==> src/rtl/phy_rx_serial_to_parallel_pkg.sv <==
// Shared definitions for the phy_rx front end: comma symbol, counter widths
// and the alignment state encoding.
package phy_rx_serial_to_parallel_pkg;

    localparam int unsigned BYTE_W      = 8;
    localparam int unsigned BIT_CNT_W   = 3;
    localparam int unsigned BC_CNT_W    = 4;

    localparam logic [BYTE_W-1:0] COMMA_DEFAULT       = 8'hBC;
    localparam int unsigned       COMMA_COUNT_DEFAULT = 4;

    typedef enum logic [1:0] {
        ST_UNALIGNED = 2'd0,
        ST_SYNC      = 2'd1,
        ST_ACTIVE    = 2'd2
    } rx_state_e;

endpackage

==> src/rtl/phy_rx_comma_detect.sv <==
// Serial shift register plus comparator flagging when the byte completing on
// this edge equals the comma symbol.
module phy_rx_comma_detect
    import phy_rx_serial_to_parallel_pkg::*;
#(
    parameter logic [BYTE_W-1:0] COMMA = COMMA_DEFAULT
) (
    input  logic              clk_32f,
    input  logic              reset,
    input  logic              data_in,
    output logic [BYTE_W-1:0] cand_c,
    output logic              comma_c
);

    logic [BYTE_W-1:0] sr_q;
    logic [BYTE_W-1:0] sr_d;

    always_comb begin
        sr_d    = {sr_q[BYTE_W-2:0], data_in};
        cand_c  = sr_d;
        comma_c = (sr_d == COMMA);
    end

    always_ff @(posedge clk_32f or posedge reset) begin
        if (reset) begin
            sr_q <= '0;
        end else begin
            sr_q <= sr_d;
        end
    end

endmodule

==> src/rtl/phy_rx_serial_to_parallel.sv <==
// Serial-to-parallel front stage: comma-based byte alignment, then one
// registered byte plus strobe every 8 bit clocks, with idle commas marked invalid.
module phy_rx_serial_to_parallel
    import phy_rx_serial_to_parallel_pkg::*;
#(
    parameter logic [BYTE_W-1:0] COMMA       = COMMA_DEFAULT,
    parameter int unsigned       COMMA_COUNT = COMMA_COUNT_DEFAULT
) (
    input  logic              clk_32f,
    input  logic              reset,
    input  logic              data_in,
    output logic [BYTE_W-1:0] data_out,
    output logic              valid_out,
    output logic              byte_strobe,
    output logic              active
);

    localparam logic [BC_CNT_W-1:0] COMMA_COUNT_V = BC_CNT_W'(COMMA_COUNT);

    rx_state_e              state_q, state_d;
    logic [BIT_CNT_W-1:0]   bit_cnt_q, bit_cnt_d;
    logic [BC_CNT_W-1:0]    bc_cnt_q, bc_cnt_d;
    logic [BC_CNT_W-1:0]    bc_inc;
    logic [BYTE_W-1:0]      data_q, data_d;
    logic                   valid_q, valid_d;
    logic                   strobe_q, strobe_d;
    logic                   active_q, active_d;
    logic                   boundary;

    logic [BYTE_W-1:0]      cand;
    logic                   is_comma;

    phy_rx_comma_detect #(
        .COMMA (COMMA)
    ) u_comma_detect (
        .clk_32f (clk_32f),
        .reset   (reset),
        .data_in (data_in),
        .cand_c  (cand),
        .comma_c (is_comma)
    );

    // Alignment FSM and output capture.
    always_comb begin
        state_d   = state_q;
        bit_cnt_d = bit_cnt_q + BIT_CNT_W'(1);
        bc_cnt_d  = bc_cnt_q;
        data_d    = data_q;
        valid_d   = valid_q;
        strobe_d  = 1'b0;
        active_d  = active_q;
        bc_inc    = bc_cnt_q + BC_CNT_W'(1);
        boundary  = (bit_cnt_q == '1);

        case (state_q)
            ST_UNALIGNED: begin
                if (is_comma) begin
                    bit_cnt_d = '0;
                    bc_cnt_d  = BC_CNT_W'(1);
                    if (COMMA_COUNT == 1) begin
                        state_d  = ST_ACTIVE;
                        active_d = 1'b1;
                    end else begin
                        state_d  = ST_SYNC;
                    end
                end
            end
            ST_SYNC: begin
                if (boundary) begin
                    if (is_comma) begin
                        bc_cnt_d = bc_inc;
                        if (bc_inc == COMMA_COUNT_V) begin
                            state_d  = ST_ACTIVE;
                            active_d = 1'b1;
                        end
                    end else begin
                        state_d  = ST_UNALIGNED;
                        bc_cnt_d = '0;
                    end
                end
            end
            ST_ACTIVE: begin
                if (boundary) begin
                    data_d   = cand;
                    valid_d  = !is_comma;
                    strobe_d = 1'b1;
                end
            end
            default: begin
                state_d = ST_UNALIGNED;
            end
        endcase
    end

    always_ff @(posedge clk_32f or posedge reset) begin
        if (reset) begin
            state_q   <= ST_UNALIGNED;
            bit_cnt_q <= '0;
            bc_cnt_q  <= '0;
            data_q    <= '0;
            valid_q   <= 1'b0;
            strobe_q  <= 1'b0;
            active_q  <= 1'b0;
        end else begin
            state_q   <= state_d;
            bit_cnt_q <= bit_cnt_d;
            bc_cnt_q  <= bc_cnt_d;
            data_q    <= data_d;
            valid_q   <= valid_d;
            strobe_q  <= strobe_d;
            active_q  <= active_d;
        end
    end

    assign data_out    = data_q;
    assign valid_out   = valid_q;
    assign byte_strobe = strobe_q;
    assign active      = active_q;

endmodule

==> config.mk <==
export PLATFORM = sky130hd
export DESIGN_NAME = phy_rx_serial_to_parallel
export DESIGN_NICKNAME = d
export VERILOG_FILES = /design/src/rtl/phy_rx_serial_to_parallel_pkg.sv /design/src/rtl/phy_rx_comma_detect.sv /design/src/rtl/phy_rx_serial_to_parallel.sv
export SDC_FILE = /design/constraint.sdc
export NUM_CORES = 1
export LEC_CHECK = 0
export ABC_AREA = 1
export BUFFER_PORTS_ARGS = -buffer_cell sky130_fd_sc_hd__buf_2
export CAP_MARGIN = 20
export CORE_MARGIN = 2
export CORE_UTILIZATION = 30
export DETAILED_ROUTE_END_ITERATION = 10
export GPL_TIMING_DRIVEN = 0
export SETUP_SLACK_MARGIN = 0.05
export SYNTH_ARGS = -nofsm -noshare
export SYNTH_HDL_FRONTEND = slang
export SYNTH_SLANG_ARGS = --single-unit
==> constraint.sdc <==
create_clock -name clk_32f -period 2.2 [get_ports clk_32f]
set_clock_uncertainty 0.05 [all_clocks]
set_input_delay 0.22 -clock clk_32f [delete_from_list [all_inputs] [get_ports clk_32f]]
set_output_delay 0.22 -clock clk_32f [all_outputs]
set_load 0.005 [all_outputs]
# Word level (Yosys, flattened, before mapping)

Cells that the tools add are included.

Bitwise logic cells: 1
Mux-type cells: 13
Reduce and logical (&&, ||, !) cells: 7
$add $sub $neg: 2
Equality and inequality tests: 8

Operators by type and width:

| cell                | number |
|---|---|
| $mux 4              | 3 |
| $eq 8x8->1 const B  | 1 |
| $mux 2              | 4 |
| $pmux 4 s2          | 1 |
| $reduce_and 4->1    | 2 |
| $mux 3              | 2 |
| $pmux 2 s3          | 1 |
| $add 4x1->4 const B | 1 |
| $eq 4x3->1 const B  | 1 |
| $ne 2x2->1 const B  | 2 |
| $add 3x1->3 const B | 1 |
| $eq 3x3->1 const B  | 1 |
| $ne 3x3->1 const B  | 1 |
| $reduce_and 3->1    | 1 |
| $eq 2x1->1 const B  | 1 |
| $eq 2x2->1 const B  | 1 |
| $logic_not 2->1     | 1 |
| $mux 1              | 2 |
| $reduce_and 2->1    | 1 |
| $reduce_bool 2->1   | 1 |
| $logic_not 1->1     | 1 |
| $not 1->1           | 1 |

Bits in registers: 27
Input bits: 3
Word-level logic and storage cells: 39

# Longest topological paths before layout

Word-level depth: 6
Mapped depth: 10

# Cells and area by module

Synthesis repeated with hierarchy kept, for this count alone.

Cells, all modules: 122
Area, all modules: 1,128.6 um^2

Modules (own cells, without submodules):

| module                    | cells each | area each (um^2) | times used |
|---|---|---|---|
| phy_rx_serial_to_parallel | 103        | 902.1            | 1 |
| phy_rx_comma_detect       | 19         | 226.5            | 1 |

# Worst setup path after synthesis

Ideal clock, no wire load.

Kind: reg2reg
Start: register bit_cnt_q[0]
End: register data_q[0], in the netlist data_out[0]
Setup slack: 0.868 ns
Buffers on the path: 1
Arrival: 1.206 ns
Data required time: 2.074 ns
Cell stages (with the launch flop): 7
Cells stage by stage: dfrtp_1 > ha_1 > ha_1 > nand3_1 > buf_2 > nand2_1 > o21ai_1

Word-level cells in the longest chain between the ends: 2

Ends and longest elaborated chain:

| what                              | line                             | source |
|---|---|---|
| from (decl)                       | phy_rx_serial_to_parallel.sv:21  | `logic [BIT_CNT_W-1:0] bit_cnt_q, bit_cnt_d;` |
| from (signal assigned)            | phy_rx_serial_to_parallel.sv:106 | `bit_cnt_q <= bit_cnt_d;` |
| $eq 3x3->1                        | phy_rx_serial_to_parallel.sv:53  | `boundary = (bit_cnt_q == '1);` |
| $reduce_and 2->1 (no source line) | --                               |  |
| to (signal assigned)              | phy_rx_serial_to_parallel.sv:108 | `data_q <= data_d;` |
| to (decl)                         | phy_rx_serial_to_parallel.sv:24  | `logic [BYTE_W-1:0] data_q, data_d;` |

Every way passes these cells.
A chain may end at the register's enable or synchronous reset.

# Final worst setup path

Start: register bit_cnt_q[0]
End: register data_q[6], in the netlist data_out[6]

The elaborated chain is that of the path after synthesis.

==> flow_summary.yaml <==
run_status:
  outcome: "finished clean"
global_routing:
  first_global_vias: 805
  antenna_found_initial: 0
  grt_pass1_wl_um: 3350
  grt_usage_pct: 10.0
  grt_max_degree: 28
  grt-ovfl-total: 0
sta:
  hold_viol: 0
  setup_violations: 0
  worstMarginPinSlew_ps: 275
  holdWs_ps: 22.1
  rsz0062_at_grt: "no"
  setup_tns_ps: 0
  fin_ws_ps: 713
  drv_slew: 0
  finalCritPeriodShare_pct: 67.6
  max_freq_ghz: 0.673
  post-route-min-period_ps: 1490
  maxSlewHeadroom_pct: 81.6
cts:
  cts_buffers: 3
  clock_latency_ps: 270
  root_buffer: "clkbuf_8"
  clock-sinks: 27
  clockBufferDepth: 2
  htree_levels: 1
  postCtsResizedCells: 0
  cts_tree: "built"
  clk_pin_slew_ps: 90
setup_path:
  cpLargestDelayFamily: "adder cells"
  cp.arrival_ps: 1640
  path_cells: "ha_1 > ha_1 > nand3_1 > buf_2 > nand2_1 > o21ai_1"
  cpPeakStageDelay_ps: 390
  startpoint_type: "flop"
  worstPathRequired_ps: 2360
  worstPathMaxFanout: 10
  worstSetupEndpointType: "flop"
  critPathKind: "flop to flop"
  cp_slowest_cell: "dfrtp_1"
  crit_top_cell: "ha_1"
  r2r_slack_ps: 710
  critPathBufInv: 1
synthesis:
  yosysTopAreaCell: "dfrtp_1"
  synth_edf_count: 0
  yosysWarnings: 0
  synth.area.top_cells: "dfrtp_1 58%, nand2_1 14%, inv_1 5.2%"
  synth.most_common_cell: "nand2_1"
  yosys.area.top_type_share_pct: 58.1
  synthArstFlopShare_pct: 100
  ys_types: 18
  syn_avg_cell_area_um2: 9.61
  syn_area_um2: 1160
  ys_top_cells_by_count: "44 x nand2_1, 27 x dfrtp_1, 16 x inv_1"
  yosysSeqAreaShare_pct: 58.1
  ys_seq_elements: 27
  synthCells: 121
  syn_nets: 128
  ys.flop_type: "dfrtp_1"
die:
  initial_core_util_pct: 31.5
  io_pins: 14
  fp.dieW_um: 66.2
  rows: 22
  coreArea_um2: 3690
  die_height_um: 66.2
  die_area_um2: 4390
final_layout:
  fillers: 390
  n_antenna_cell: 0
  drive_gt1_share_pct: 22.9
  regArea_um2: 676
  syn2layout_area_growth_pct: 17.9
  multi_input_area_um2: 414
  final_nets: 148
placed_design:
  gp_congestion: 0.682
  dp_hpwl_um: 1400
  dp_slack_ps: 705
  io_buffers: 13
job:
  maxCapViolCount: 0
power_and_ir_drop:
  power_leakage_uw: 0.000739
  powerDensity_nw_per_um2: 615
  vdd_drop_max_uv: 415
  power_uw: 843
drt:
  routed_wl_um: 1900
  vias: 797
  drcViolationCount: 0
  drt_iter0_drc: 11
  vias_per_cell: 4.24
  antenna_left: 0
  firstDrtPassIters: 4
  avgRoutedWirePerCell_um: 10.1
worst_hold_path:
  hp-class: "input port to flop"
## worst reg2reg max path: cells and delay by family, from the launching register on
| family | cells | cell delay (ps) |
|---|---|---|
| simple gates | 2 | 240 |
| flops | 1 | 390 |
| buf+inv | 1 | 250 |
| compound gates | 1 | 70 |
| fa+ha+maj | 2 | 420 |
## registers in the layout, indices dropped and copies added, names as in the netlist
name	cells
active	1
bc_cnt_q	4
bit_cnt_q	3
byte_strobe	1
data_out	8
state_q	2
u_comma_detect.sr_q	7
valid_out	1
## layout by cell type (no fill, tap or decap)
master,n
nor2_4,3
o21ai_2,3
dfrtp_1,27
nand2_4,2
ha_1,4
nor2_1,2
nand3_1,5
buf_16,1
inv_2,2
dlygate4sd3_1,1
nand2_1,44
a31o_1,1
inv_1,16
a21oi_4,1
nand4_1,2
nor2_2,1
o21ai_1,4
clkbuf_8,3
clkbuf_1,1
o21bai_1,1
buf_2,14
nand2_2,2
## timing repair
item | in CTS | in global routing
buffers inserted | 0 | 0
hold buffers | 0 | 1
endpoints found under the hold margin | 0 | 2
## final timing paths
path                                        start                     end  depth (start not counted)
setup / recovery                     bit_cnt_q[0]             data_out[6]                          6
hold / removal                            data_in  u_comma_detect.sr_q[0]                          1
setup reg to reg                     bit_cnt_q[0]             data_out[6]                          6
hold reg to reg            u_comma_detect.sr_q[5]  u_comma_detect.sr_q[6]                          0
max in group asynchronous                   reset             data_out[4]                          4
min in group asynchronous                   reset             data_out[6]                          3
## routing by layer
layer,part of all wire (%),vias up,GRT usage (%)
li1,-,409,-
met3,3.2,4,1.87
met5,0,-,0
met4,2.0,0,6.12
met1,46,372,12.4
met2,48,12,16.1
## per-stage QoR
stage	utilization, %	cell area, um^2	cells
finish	37.1	1370	188
global route	37.1	1370	188
CTS	36.1	1330	186
detailed placement	34.9	1290	182
global placement	34.9	1290	182
floorplan	-	1160	121
## where the power goes
part / internal (uW) / switching, uW
combinational: 18.1 / 23.1
sequential: 510 / 7.96
clock: 130 / 154
total: 658 / 185
## logic make-up after synthesis
family / after synthesis / share of synthesized area, %
buf+inv: 19 / 6.24
simple gates: 61 / 24.5
flops: 27 / 58.1
fa+ha+maj: 4 / 4.31
compound gates: 10 / 6.78
## final cells by class
cell class              instances  area share, %
plain buffers                   1          0.365
inverters                      18           4.93
repair buffers                 15           7.49
multi-input cells              75           30.2
flip-flops and latches         27           49.3
well taps                      48           4.38
clock buffers                   4           3.29
Note: power is estimated with default switching activity, not from simulation.
